<file path="src/rtl/imm_pkg.sv">
// Shared definitions for the sequential immediate extender.
//   - imm_src mode encodings
//   - FSM state type
//   - rotate counter width and a 32-bit rotate-right helper
package imm_pkg;

    localparam int unsigned ROT_CNT_W = 5;

    localparam logic [2:0] IMM_8    = 3'b000;
    localparam logic [2:0] IMM_12   = 3'b001;
    localparam logic [2:0] IMM_BR   = 3'b010;
    localparam logic [2:0] IMM_MOVW = 3'b011;
    localparam logic [2:0] IMM_MOVT = 3'b100;
    localparam logic [2:0] IMM_MOVM = 3'b101;
    localparam logic [2:0] IMM_ROT  = 3'b110;
    localparam logic [2:0] IMM_RSVD = 3'b111;

    typedef enum logic [1:0] {
        S_IDLE   = 2'd0,
        S_ROTATE = 2'd1,
        S_HOLD   = 2'd2
    } state_e;

    // Rotate right by amt (0..31); doubling the word makes the wrap free.
    function automatic logic [31:0] ror32(logic [31:0] val, logic [4:0] amt);
        logic [63:0] dbl;
        dbl = {val, val} >> amt;
        return dbl[31:0];
    endfunction

endpackage

</file>
<file path="src/rtl/imm_extend_seq_if.sv">
// Request/result bus of the immediate extender.
//   in_valid/in_ready : request handshake
//   instr, imm_src    : instruction field and mode
//   carry_in          : current CPSR.C
//   out_valid/out_ready : result handshake
//   ext_imm, carry_out  : result
// master = instruction-side requester, slave = the extender.
interface imm_extend_seq_if;

    logic        in_valid;
    logic        in_ready;
    logic [23:0] instr;
    logic [2:0]  imm_src;
    logic        carry_in;
    logic        out_valid;
    logic        out_ready;
    logic [31:0] ext_imm;
    logic        carry_out;

    modport master (
        output in_valid, instr, imm_src, carry_in, out_ready,
        input  in_ready, out_valid, ext_imm, carry_out
    );

    modport slave (
        input  in_valid, instr, imm_src, carry_in, out_ready,
        output in_ready, out_valid, ext_imm, carry_out
    );

endinterface

</file>
<file path="src/rtl/imm_decode_comb.sv">
// Combinational mode decode for the immediate extender.
//   instr, imm_src, carry_in : request fields
//   result, carry            : final value for single-cycle modes
//   rot_start                : ROT mode with a non-zero rotate field
//   work_init, rem_init      : rotator seed (imm8) and rotate amount in bits
module imm_decode_comb
    import imm_pkg::*;
#(
    parameter int unsigned BR_SHIFT = 2,
    parameter int unsigned EN_MOVM  = 1
) (
    input  logic [23:0]          instr,
    input  logic [2:0]           imm_src,
    input  logic                 carry_in,
    output logic [31:0]          result,
    output logic                 carry,
    output logic                 rot_start,
    output logic [31:0]          work_init,
    output logic [ROT_CNT_W-1:0] rem_init
);

    logic [31:0] br_sext;

    always_comb begin
        br_sext   = {{8{instr[23]}}, instr};
        result    = 32'd0;
        carry     = carry_in;
        work_init = {24'd0, instr[7:0]};
        rem_init  = {instr[11:8], 1'b0};
        rot_start = (imm_src == IMM_ROT) && (instr[11:8] != 4'd0);

        unique case (imm_src)
            IMM_8:    result = {24'd0, instr[7:0]};
            IMM_12:   result = {20'd0, instr[11:0]};
            IMM_BR:   result = br_sext << BR_SHIFT;
            IMM_MOVW: result = {16'd0, instr[19:16], instr[11:0]};
            IMM_MOVT: result = {instr[19:16], instr[11:0], 16'd0};
            IMM_MOVM: result = (EN_MOVM != 0) ? {12'd0, instr[7:0], 12'd0} : 32'd0;
            // Zero rotate: plain imm8 with carry passed through. Non-zero
            // rotates take the iterative path and ignore this value.
            IMM_ROT:  result = {24'd0, instr[7:0]};
            IMM_RSVD: result = 32'd0;
            default:  result = 32'd0;
        endcase
    end

endmodule

</file>
<file path="src/rtl/imm_extend_seq.sv">
// Sequential immediate extender with an iterative rotator for the ARM
// rotated imm8 form.
//   clk, reset_n : clock, asynchronous active-low reset
//   flush        : synchronous abort; returns to IDLE, keeps ext_imm
//   busy         : high while rotating
//   bus          : request/result handshake (slave side)
module imm_extend_seq
    import imm_pkg::*;
#(
    parameter int unsigned ROT_STEP = 2,
    parameter int unsigned BR_SHIFT = 2,
    parameter int unsigned EN_MOVM  = 1
) (
    input  logic              clk,
    input  logic              reset_n,
    input  logic              flush,
    output logic              busy,
    imm_extend_seq_if.slave   bus
);

    localparam logic [5:0] STEP = 6'(ROT_STEP);

    state_e                 state_q, state_d;
    logic [31:0]            work_q;
    logic [ROT_CNT_W-1:0]   rem_q;
    logic [31:0]            ext_imm_q;
    logic                   carry_q;

    logic [31:0]            dec_result;
    logic                   dec_carry;
    logic                   dec_rot;
    logic [31:0]            dec_work;
    logic [ROT_CNT_W-1:0]   dec_rem;

    logic                   accept;
    logic [5:0]             step;
    logic [31:0]            work_rot;
    logic [ROT_CNT_W-1:0]   rem_next;
    logic                   rot_done;

    imm_decode_comb #(
        .BR_SHIFT (BR_SHIFT),
        .EN_MOVM  (EN_MOVM)
    ) u_decode (
        .instr     (bus.instr),
        .imm_src   (bus.imm_src),
        .carry_in  (bus.carry_in),
        .result    (dec_result),
        .carry     (dec_carry),
        .rot_start (dec_rot),
        .work_init (dec_work),
        .rem_init  (dec_rem)
    );

    // Rotator step: clamp to the remaining amount so rem never underflows.
    always_comb begin
        step     = ({1'b0, rem_q} < STEP) ? {1'b0, rem_q} : STEP;
        work_rot = ror32(work_q, step[4:0]);
        rem_next = rem_q - step[4:0];
        rot_done = (rem_next == '0);
        accept   = bus.in_valid && (state_q == S_IDLE) && !flush;
    end

    // State register
    always_ff @(posedge clk or negedge reset_n) begin
        if (!reset_n) begin
            state_q <= S_IDLE;
        end else begin
            state_q <= state_d;
        end
    end

    // Next-state logic; flush overrides every transition
    always_comb begin
        state_d = state_q;
        if (flush) begin
            state_d = S_IDLE;
        end else begin
            unique case (state_q)
                S_IDLE:   if (bus.in_valid) state_d = dec_rot ? S_ROTATE : S_HOLD;
                S_ROTATE: if (rot_done) state_d = S_HOLD;
                S_HOLD:   if (bus.out_ready) state_d = S_IDLE;
                default:  state_d = S_IDLE;
            endcase
        end
    end

    // Outputs
    always_comb begin
        bus.in_ready  = (state_q == S_IDLE);
        bus.out_valid = (state_q == S_HOLD);
        busy          = (state_q == S_ROTATE);
        bus.ext_imm   = ext_imm_q;
        bus.carry_out = carry_q;
    end

    // Datapath: result registers load only on the edge that enters HOLD.
    always_ff @(posedge clk or negedge reset_n) begin
        if (!reset_n) begin
            work_q    <= 32'd0;
            rem_q     <= '0;
            ext_imm_q <= 32'd0;
            carry_q   <= 1'b0;
        end else if (flush) begin
            rem_q <= '0;
        end else if (accept) begin
            if (dec_rot) begin
                work_q <= dec_work;
                rem_q  <= dec_rem;
            end else begin
                ext_imm_q <= dec_result;
                carry_q   <= dec_carry;
            end
        end else if (state_q == S_ROTATE) begin
            work_q <= work_rot;
            rem_q  <= rem_next;
            if (rot_done) begin
                ext_imm_q <= work_rot;
                carry_q   <= work_rot[31];
            end
        end
    end

endmodule

</file>
<file path="src/flat_wrapper.sv">
// flat-port wrapper written by rule: the top's interface ports become plain ports
module imm_extend_seq_flat import imm_pkg::*;
#(
    parameter int unsigned ROT_STEP = 2,
    parameter int unsigned BR_SHIFT = 2,
    parameter int unsigned EN_MOVM  = 1
)
  (clk, reset_n, flush, busy, bus_in_valid, bus_instr, bus_imm_src, bus_carry_in, bus_out_ready, bus_in_ready, bus_out_valid, bus_ext_imm, bus_carry_out);
  imm_extend_seq_if bus_i ();
  input  logic clk;
  input  logic reset_n;
  input  logic flush;
  output logic busy;
  input wire logic [$bits(bus_i.in_valid)-1:0] bus_in_valid;
  input wire logic [$bits(bus_i.instr)-1:0] bus_instr;
  input wire logic [$bits(bus_i.imm_src)-1:0] bus_imm_src;
  input wire logic [$bits(bus_i.carry_in)-1:0] bus_carry_in;
  input wire logic [$bits(bus_i.out_ready)-1:0] bus_out_ready;
  output wire logic [$bits(bus_i.in_ready)-1:0] bus_in_ready;
  output wire logic [$bits(bus_i.out_valid)-1:0] bus_out_valid;
  output wire logic [$bits(bus_i.ext_imm)-1:0] bus_ext_imm;
  output wire logic [$bits(bus_i.carry_out)-1:0] bus_carry_out;
  assign bus_i.in_valid = bus_in_valid;
  assign bus_i.instr = bus_instr;
  assign bus_i.imm_src = bus_imm_src;
  assign bus_i.carry_in = bus_carry_in;
  assign bus_i.out_ready = bus_out_ready;
  assign bus_in_ready = bus_i.in_ready;
  assign bus_out_valid = bus_i.out_valid;
  assign bus_ext_imm = bus_i.ext_imm;
  assign bus_carry_out = bus_i.carry_out;
  imm_extend_seq #(.ROT_STEP(ROT_STEP), .BR_SHIFT(BR_SHIFT), .EN_MOVM(EN_MOVM)) u_core (.clk(clk), .reset_n(reset_n), .flush(flush), .busy(busy), .bus(bus_i));
endmodule
</file>
<file path="config.mk">
export PLATFORM = sky130hd
export DESIGN_NAME = imm_extend_seq_flat
export DESIGN_NICKNAME = d
export VERILOG_FILES = /design/src/rtl/imm_pkg.sv /design/src/rtl/imm_extend_seq_if.sv /design/src/rtl/imm_decode_comb.sv /design/src/rtl/imm_extend_seq.sv /design/src/flat_wrapper.sv
export SDC_FILE = /design/constraint.sdc
export NUM_CORES = 1
export LEC_CHECK = 0
export BUFFER_PORTS_ARGS = -buffer_cell sky130_fd_sc_hd__buf_2
export CAP_MARGIN = 25
export CORE_MARGIN = 2
export CORE_UTILIZATION = 58
export DETAILED_ROUTE_END_ITERATION = 10
export PLACE_DENSITY = 0.88
export SLEW_MARGIN = 20
export SYNTH_ARGS = -nofsm -noshare
export SYNTH_HDL_FRONTEND = slang
export SYNTH_SLANG_ARGS = --single-unit
</file>
<file path="constraint.sdc">
create_clock -name clk -period 3.55 [get_ports clk]
set_input_delay 0.71 -clock clk [delete_from_list [all_inputs] [get_ports clk]]
set_output_delay 0.71 -clock clk [all_outputs]
set_load 0.02 [all_outputs]
</file>
; ---- Word level (Yosys, flattened, before mapping)
; Index checks and enable logic that the tools add are counted.
[op_classes]
addsub = 1
muxes = 23
bitwise = 1
reduce_logical = 16
shift = 1
magnitude_cmp = 1
eq_ne = 15
[ops]
columns = cell, n
row1 = 32-bit two-way mux, 7
row2 = 32-bit one-hot mux with 7 select lines, 1
row3 = 64-bit by 5-bit right shift with 32-bit output, 1
row4 = 5-bit two-way mux, 5
row5 = 3-bit == test (second input constant), 4
row6 = 2-bit two-way mux, 5
row7 = 3-bit by 2-bit == test with 1-bit output (second input constant), 2
row8 = 3-bit by 2-bit inequality test with 1-bit output (second input constant), 2
row9 = 3-bit inequality test (second input constant), 2
row10 = 2-bit one-hot mux with 3 select lines, 1
row11 = 3-bit AND reduction, 2
row12 = 5-bit zero test, 1
row13 = 5-bit by 2-bit < comparator with 1-bit output (second input constant), 1
row14 = 5-bit subtractor, 1
row15 = 1-bit two-way mux, 4
row16 = 4-bit AND reduction, 1
row17 = 2-bit nonzero test, 2
row18 = 4-bit nonzero test, 1
row19 = 3-bit by 1-bit == test with 1-bit output (second input constant), 1
row20 = 1-bit logical AND, 3
row21 = 3-bit zero test, 1
row22 = 3-bit nonzero test, 1
row23 = 2-bit by 1-bit == test with 1-bit output (second input constant), 1
row24 = 2-bit == test (second input constant), 1
row25 = other kinds (7), 7
[totals]
inputBits = 33
out_inout_bits = 36
reg_bits = 72

; ---- Longest topological paths before layout
; Gate-level depths: netlist of run 1.
[logic_depth]
ltp_word = 7
ltp_mapped = 10
ltp_nobuf = 7

; ---- By module
; From an unflattened synthesis of run 1, not the netlist that was laid out.
[unflattened]
cells_unflattened = 582
hier_area_um2 = 4931.0
[by_module_without_submodules]
columns = module, instances, area_per_inst_um2, seq_area_each_um2, cells_per_inst
row1 = imm_extend_seq, 1, 4026.4, 1801.7, 451
row2 = imm_decode_comb, 1, 904.6, 0.0, 131

; ---- Worst setup path before layout of run 1
; OpenSTA, ideal clock, no wires.
[synth_path]
kind = reg2reg
start = reg u_core.rem_q[2]
end = reg u_core.ext_imm_q[3], in the netlist u_core.bus.ext_imm[3]
stages_incl_launch_ff = 11
arrival_time_ns = 2.408
required_time_ns = 3.425
period_less_slack_ns = 2.532
setup_time_ns = 0.125
path_slack_ns = 1.018
path_cell_list = dfrtp_1 clkbuf_2 nor3_1 or2_2 ha_1 or4b_1 o21ai_0 a21o_1 buf_4 buf_6 mux2_2
[synth_via]
elab_chain_len = 6
word_cells_on_any_way = 10
[synth_rtl]
columns = element, line_no
row1 = from (decl), imm_extend_seq.sv:25  ; logic [ROT_CNT_W-1:0] rem_q;
row2 = from (signal assigned), imm_extend_seq.sv:109  ; rem_q <= dec_rem;
row3 = from (signal assigned), imm_extend_seq.sv:116  ; rem_q <= rem_next;
row4 = 5-bit by 2-bit < comparator with 1-bit output, imm_extend_seq.sv:57  ; step = ({1'b0, rem_q} < STEP) ? {1'b0, rem_q} : STEP;
row5 = 5-bit two-way mux, imm_extend_seq.sv:57
row6 = 5-bit subtractor or 64-bit by 5-bit right shift with 32-bit output (tied branches), "imm_extend_seq.sv:59, imm_pkg.sv:27"
row7 = 5-bit zero test or 32-bit two-way mux (tied branches), "imm_extend_seq.sv:60, imm_extend_seq.sv:117"
row8 = 2-bit nonzero test (no line) or 32-bit two-way mux (tied branches), --
row9 = 4-bit AND reduction (no line) or 32-bit two-way mux (tied branches), --
row10 = to (signal assigned), imm_extend_seq.sv:111  ; ext_imm_q <= dec_result;
row11 = to (signal assigned), imm_extend_seq.sv:118  ; ext_imm_q <= work_rot;
row12 = to (decl), imm_extend_seq.sv:26  ; logic [31:0] ext_imm_q;
; Several ways; a longest one is shown, not always the timed one. The select of a mux whose other input is x is not followed.
; A chain may end at the register's enable or synchronous reset.

; ---- Worst setup path after layout of run 1
[layout_path]
start = reg u_core.rem_q[2]
end = reg u_core.ext_imm_q[19], in the netlist u_core.bus.ext_imm[19]
; The elaborated chain is that of the path after synthesis.

==> metrics.md, run 1 <==
| Metric | Value |
|---|---|
| I/O pin total | 69 |
| CTS Buffer Depth | 2 |
| Critical Path Start Type | flop |
| Setup Skew | 0.00596 ns |
| Number of clock sinks | 72 |
| Run status | finished, final reports clean |
| Vias | 3967 |
| Setup TNS | 0 ns |
| Input/output buffers | 68 |
| Clk pin slew, worst setup/hold paths | 0.08 ns |
| Skew-Pair Late Insertion Delay | 0.36 ns |
| Die Width | 94.6 um |
| Leakage | 0.00270 uW |
| Synth Net Count | 482 |
| Die Y | 94.6 um |
| Hold buffers post-CTS | 0 |
| Internal power | 1700 uW |
| Die area | 8960 um^2 |
| Dominant synthesized flop cell | dfrtp_1 |
| Worst Path Buf+Inv | 1 |
| Largest net degree at the start of global routing | 45 |
| Nets | 532 |
| Final hold vios | 0 |
| Critical path type | flop to flop |
| Crit path cell chain | nor3_1 > or2_2 > ha_1 > or4b_1 > o21ai_0 > a21o_1 > buf_4 > mux2_2 |
| Final antenna-violating net count | 0 |
| Worst min-delay path class | primary input to asynchronous set/reset pin |
| Crit-path max FO | 33 |
| Synth warn | 0 |
| Synth cell types | 52 |
| Vias in the first global route | 3724 |
| CP max stage cell | dfrtp_1 |
| Final worst setup slack | 0.574 ns |
| Core area | 8090 um^2 |
| Number of synthesized flops with an enable pin | 0 |
| Drt drc | 0 |
| Rows | 33 |
| Worst-Margin Slew | 0.770 ns |
| Final Setup Violations | 0 |
| Clock power frac | 0.282 |
| Crit path DAT | 3.22 ns |
| Slowest cell delay on critical path | 0.52 ns |
| Detail Placement HPWL | 8240 um |
| RSZ-0062 raised after global routing | false |
| Critical Path RT | 3.80 ns |
| Post-Syn Area per Cell | 10.6 um^2 |
| N_diodes | 0 |
| Dominant cell type by area after synthesis | dfrtp_1 |
| Post-cts resize count | 0 |
| Mapped Cells | 448 |
| Post-synth ARST share | 1.00 |
| Top cells by area, synth | dfrtp_1, mux2_2, mux2i_1, mux2_1, o22ai_1 |
| 1st-iter DRT viols | 391 |
| Cell area power density | 478 nW/um^2 |
| GRT Total Usage | 0.281 |
| WL/cell | 19.7 um |
| Vias per cell | 6.52 |
| Yosys reg bits | 72 |
| Commonest non-fill, non-tap cell in the layout | mux2_2 |
| Final WL | 12000 um |
| Worst slew margin | 0.486 |
| CTS root buf | clkbuf_8 |
| CP delay by family, top | simple AND/OR/NAND/NOR gates |
| Element type at the critical path end | flop |
| Minimum clock period | 2.98 ns |
| Switching Fraction | 0.335 |
| Sequential area share after synthesis | 0.378 |
| 1st-pass router iterations | 5 |
| P_sw | 858 uW |
| Total Power | 2560 uW |
| Crit path launch | u_core.rem_q[2]$_DFFE_PN0P_ |
| First-pass GRT wire length | 19400 um |
| Gpl congestion | 0.960 |
| Most frequent cells in the layout | mux2_2, dfrtp_1, buf_2, mux2i_1, o22ai_1 |
| Initial Util | 0.589 |
| Initial antenna violation count | 0 |
| Gate power share | 0.302 |
| Final period util | 0.838 |
| CTS tree | done |
| Post-place setup slack | 0.564 ns |
| Area grow syn2layout | 12.4% |
| Max cap viols | 0 |
| Layout cells sized above 1 | 0.370 |
| Crit Reg-Reg Startpoint | u_core.rem_q[2]$_DFFE_PN0P_ |
| Post-synth top area share | 0.378 |
| H-tree levels | 3 |
| Global route overflow | 0 |
| Number of setup buffers added after CTS | 0 |
| Final Max Tran Viols | 0 |
| Sequential power share | 0.416 |
| CTS Buf Count | 9 |
| Peak supply drop | 360 uV |
| Mapped Area | 4770 um^2 |
| Achievable Freq | 336 MHz |
## power groups by stage
stage | registers, uW | logic [uW] | clock network, uW
after floorplan | 1140 | 446 | 0
after global placement | 1070 | 729 | 0
after detailed placement | 1080 | 756 | 0
after CTS | 1060 | 766 | 728
after global routing | 1080 | 837 | 761
final | 1070 | 773 | 721
## sequential cells by signal, indices dropped and copies added (netlist names)
register / cells
u_core.state_q: 2
u_core.work_q: 32
u_core.bus.ext_imm: 32
u_core.rem_q: 5
u_core.bus.carry_out: 1
## cells by family after synthesis
logic type | share of synthesized area
xor+xnor | 0.00184
simple gates | 0.107
mux | 0.318
other cells | 0.000787
buf+inv | 0.0504
fa+ha+maj | 0.00473
flops | 0.378
compound gates | 0.139
## through the flow
| stage | hold slack (ns) | utilization | area, um^2 | std cells |
|---|---|---|---|---|
| floorplan | 0.414 | - | 4770 | 448 |
| global placement | 0.464 | 0.631 | 5110 | 591 |
| detailed placement | 0.471 | 0.631 | 5110 | 591 |
| CTS | 0.489 | 0.658 | 5330 | 607 |
| global route | 0.316 | 0.662 | 5360 | 608 |
| finish | 0.289 | 0.662 | 5360 | 608 |
## Yosys cell counts, types with 2 or more instances
cell and count:
mux2_2 83, dfrtp_1 72, mux2i_1 32, o22ai_1 25, nor2_1 24, mux2_1 23
o21ai_0 18, clkbuf_1 17, a21oi_1 16, nand2_1 16, a22oi_1 12, buf_2 11
and3b_1 9, nand2b_1 8, inv_1 7, a211oi_1 6, buf_6 6, and2_1 5
nor2b_1 5, o2bb2ai_1 5, a32oi_1 4, a21o_1 3, buf_1 3, nor3b_1 3
o32ai_1 3, a31oi_1 2, nand3_1 2, nor3_1 2, or4_1 2, or4b_1 2
## final timing paths
kind,to,slack [ns],cells after the start
max,u_core.bus.ext_imm[19]$_DFFE_PN0P_,0.57,8
max in group asynchronous,u_core.work_q[26]$_DFFE_PN0P_,2.64,2
min,u_core.bus.ext_imm[18]$_DFFE_PN0P_,0.29,1
max reg2reg,u_core.bus.ext_imm[19]$_DFFE_PN0P_,0.57,8
min in group clk,u_core.bus.ext_imm[11]$_DFFE_PN0P_,0.48,1
min reg2reg,u_core.bus.ext_imm[11]$_DFFE_PN0P_,0.48,1
## cell type report
class	instances	area (um^2)
Tap cell	105	131
Inverter	8	30.0
Timing Repair Buffer	78	435
Clock buffer	9	124
Multi-Input combinational cell	329	2740
Sequential cell	72	1800
Clock inverter	7	95.1
Fill cell	618	2730
## per-layer routing
metal,up-vias,global-route usage,routed length (um)
met4,0,0.118,335
met3,38,0.0551,880
li1,1772,-,-
met2,207,0.444,5740
met5,-,0,0
met1,1950,0.378,5010
Power figures use the tool's default switching activity.
==> run 2, diff against run 1 <==
- clock period: 3.55 -> 2.9 ns (I/O delays scaled with it)
==> run 2 against run 1 <==
  * Non-clock buffer count up 3
  * Critical endpoint is now u_core.bus.ext_imm[1]$_DFFE_PN0P_
  * Maximum frequency up 13%
  * Count of clock-buffer cells in the layout up 1
  * Total power up 20%
  * Design area up 0.98%
  * Sequential cell count unchanged
  * Largest cell class unchanged
==> metrics.md, run 2 (synthesized netlist as in run 1, its figures left out) <==
| Metric | Value |
|---|---|
| Run status | finished, final reports clean |
| Crit path DAT | 2.88 ns (-0.34 ns) |
| Crit-path max FO | 33 (unchanged) |
| Vias in the first global route | 3765 (+1.1%) |
| Detail Placement HPWL | 8260 um (+0.17%) |
| Worst slew margin | 0.455 (-0.0308) |
| Final antenna-violating net count | 0 (unchanged) |
| CTS root buf | clkbuf_8 |
| Vias per cell | 6.29 (-3.7%) |
| Minimum clock period | 2.65 ns (-0.331 ns) |
| Setup Skew | 0.0134 ns (+0.00743 ns) |
| Fillers | 623 (+0.81%) |
| 1st-pass router iterations | 5 (unchanged) |
| Initial Util | 0.589 (unchanged) |
| 1st-iter DRT viols | 319 (-18%) |
| I/O pin total | 69 (unchanged) |
| Achievable Freq | 378 MHz (+13%) |
| Global route overflow | 0 (unchanged) |
| Nets | 535 (+0.56%) |
| H-tree levels | 3 (unchanged) |
| Critical Path Start Type | flop |
| Cell area power density | 569 nW/um^2 (+19%) |
| Final WL | 11900 um (-0.51%) |
| Commonest non-fill, non-tap cell in the layout | mux2_2 |
| Number of setup buffers added after CTS | 0 (unchanged) |
| Post-cts resize count | 0 (unchanged) |
| N_diodes | 0 (unchanged) |
| Post-Route Utilization | 0.669 (+0.00649) |
| Clk pin slew, worst setup/hold paths | 0.08 ns (about the same) |
| Worst-Margin Slew | 0.818 ns (+0.0479 ns) |
| Final non-filler cell area | 5410 um^2 (+0.98%) |
| Worst min-delay path class | primary input to asynchronous set/reset pin |
| WL/cell | 19.5 um (-1.0%) |
| Input/output buffers | 68 (unchanged) |
| Rows | 33 (unchanged) |
| Max cap viols | 0 (unchanged) |
| Core area | 8090 um^2 (unchanged) |
| Layout cells sized above 1 | 0.374 (+0.00374) |
| CTS tree | done |
| Critical Path RT | 3.14 ns (-0.66 ns) |
| Gpl congestion | 0.895 (-6.7%) |
| Largest net degree at the start of global routing | 46 (+2.2%) |
| Number of clock sinks | 72 (unchanged) |
| Drt drc | 0 (unchanged) |
| Die area | 8960 um^2 (unchanged) |
| Final period util | 0.912 (+0.0738) |
| Hold buffers post-CTS | 0 (unchanged) |
| Skew-Pair Late Insertion Delay | 0.37 ns (about the same) |
| GRT Total Usage | 0.278 (-0.00260) |
| Placed cell areas | 5200 um^2 (+1.8%) |
| Final Non-Filler Cells | 611 (+0.49%) |
| Die Y | 94.6 um (unchanged) |
| Vias | 3841 (-3.2%) |
| Die Width | 94.6 um (unchanged) |
| Final Max Tran Viols | 0 (unchanged) |
| CTS Buffer Depth | 2 (unchanged) |
| CTS Buf Count | 9 (unchanged) |
| Final hold vios | 0 (unchanged) |
| # placed instances | 595 (+0.68%) |
| Leakage | 0.00272 uW (+0.73%) |
| Initial antenna violation count | 0 (unchanged) |
| First-pass GRT wire length | 19100 um (-1.2%) |
| Critical path type | flop to flop |
| Peak supply drop | 430 uV (+19%) |
| Setup TNS | 0 ns (unchanged) |
| RSZ-0062 raised after global routing | false |
| Element type at the critical path end | flop |
| Most frequent cells in the layout | mux2_2, dfrtp_1, buf_2, mux2i_1, o22ai_1 |
| Final Setup Violations | 0 (unchanged) |
| Total Power | 3080 uW (+20%) |
| Area grow syn2layout | 13.5% |
run 2: final cells by class:
| cell class | instances | area (um^2) | area share |
|---|---|---|---|
| clock buffers | 10 | 138 | 0.0254 |
| well taps | 105 | 131 | 0.0243 |
| inverters | 8 | 30.0 | 0.00555 |
| clock inverters | 6 | 68.8 | 0.0127 |
| repair buffers | 81 | 500 | 0.0925 |
| flip-flops and latches | 72 | 1800 | 0.333 |
| multi-input cells | 329 | 2740 | 0.507 |
run 2: worst max-delay path, stage by stage (launching register included):
cell	delay, ns
dfrtp_1	0.52
nor3_1	0.07
or2_2	0.29
ha_1	0.27
or4b_1	0.48
o21ai_0	0.12
a21o_1	0.20
buf_12	0.22
mux2_1	0.35
run 2: where the power goes:
| part | internal, uW | switching, uW | total [uW] |
|---|---|---|---|
| clock | 423 | 402 | 825 |
| combinational | 434 | 522 | 955 |
| sequential | 1170 | 127 | 1300 |
| total | 2030 | 1050 | 3080 |
run 2: path summary, 6_finish.rpt:
check                                                    from                                 end  slack [ns]  cells past startpoint
max reg2reg                       u_core.rem_q[2]$_DFFE_PN0P_   u_core.bus.ext_imm[1]$_DFFE_PN0P_        0.25                      8
max                               u_core.rem_q[2]$_DFFE_PN0P_   u_core.bus.ext_imm[1]$_DFFE_PN0P_        0.25                      8
max in group asynchronous                             reset_n  u_core.bus.ext_imm[21]$_DFFE_PN0P_        1.96                      2
min reg2reg                u_core.bus.ext_imm[10]$_DFFE_PN0P_  u_core.bus.ext_imm[10]$_DFFE_PN0P_        0.48                      1
min                                                   reset_n         u_core.rem_q[2]$_DFFE_PN0P_        0.25                      1
min in group clk           u_core.bus.ext_imm[10]$_DFFE_PN0P_  u_core.bus.ext_imm[10]$_DFFE_PN0P_        0.48                      1
run 2: routing by layer:
metal | vias up | part of all wire | GRT usage
li1 | 1779 | - | -
met1 | 1869 | 0.45 | 0.389
met2 | 157 | 0.47 | 0.423
met5 | - | 0 | 0
met4 | 0 | 0.029 | 0.127
met3 | 36 | 0.057 | 0.0487
run 2: per-stage QoR:
step	setup slack [ns]	hold WS, ns
final	0.255	0.255
after global routing	0.134	0.297
after CTS	0.246	0.262
after detailed placement	0.259	0.469
after global placement	0.389	0.464
after floorplan	0.368	0.284
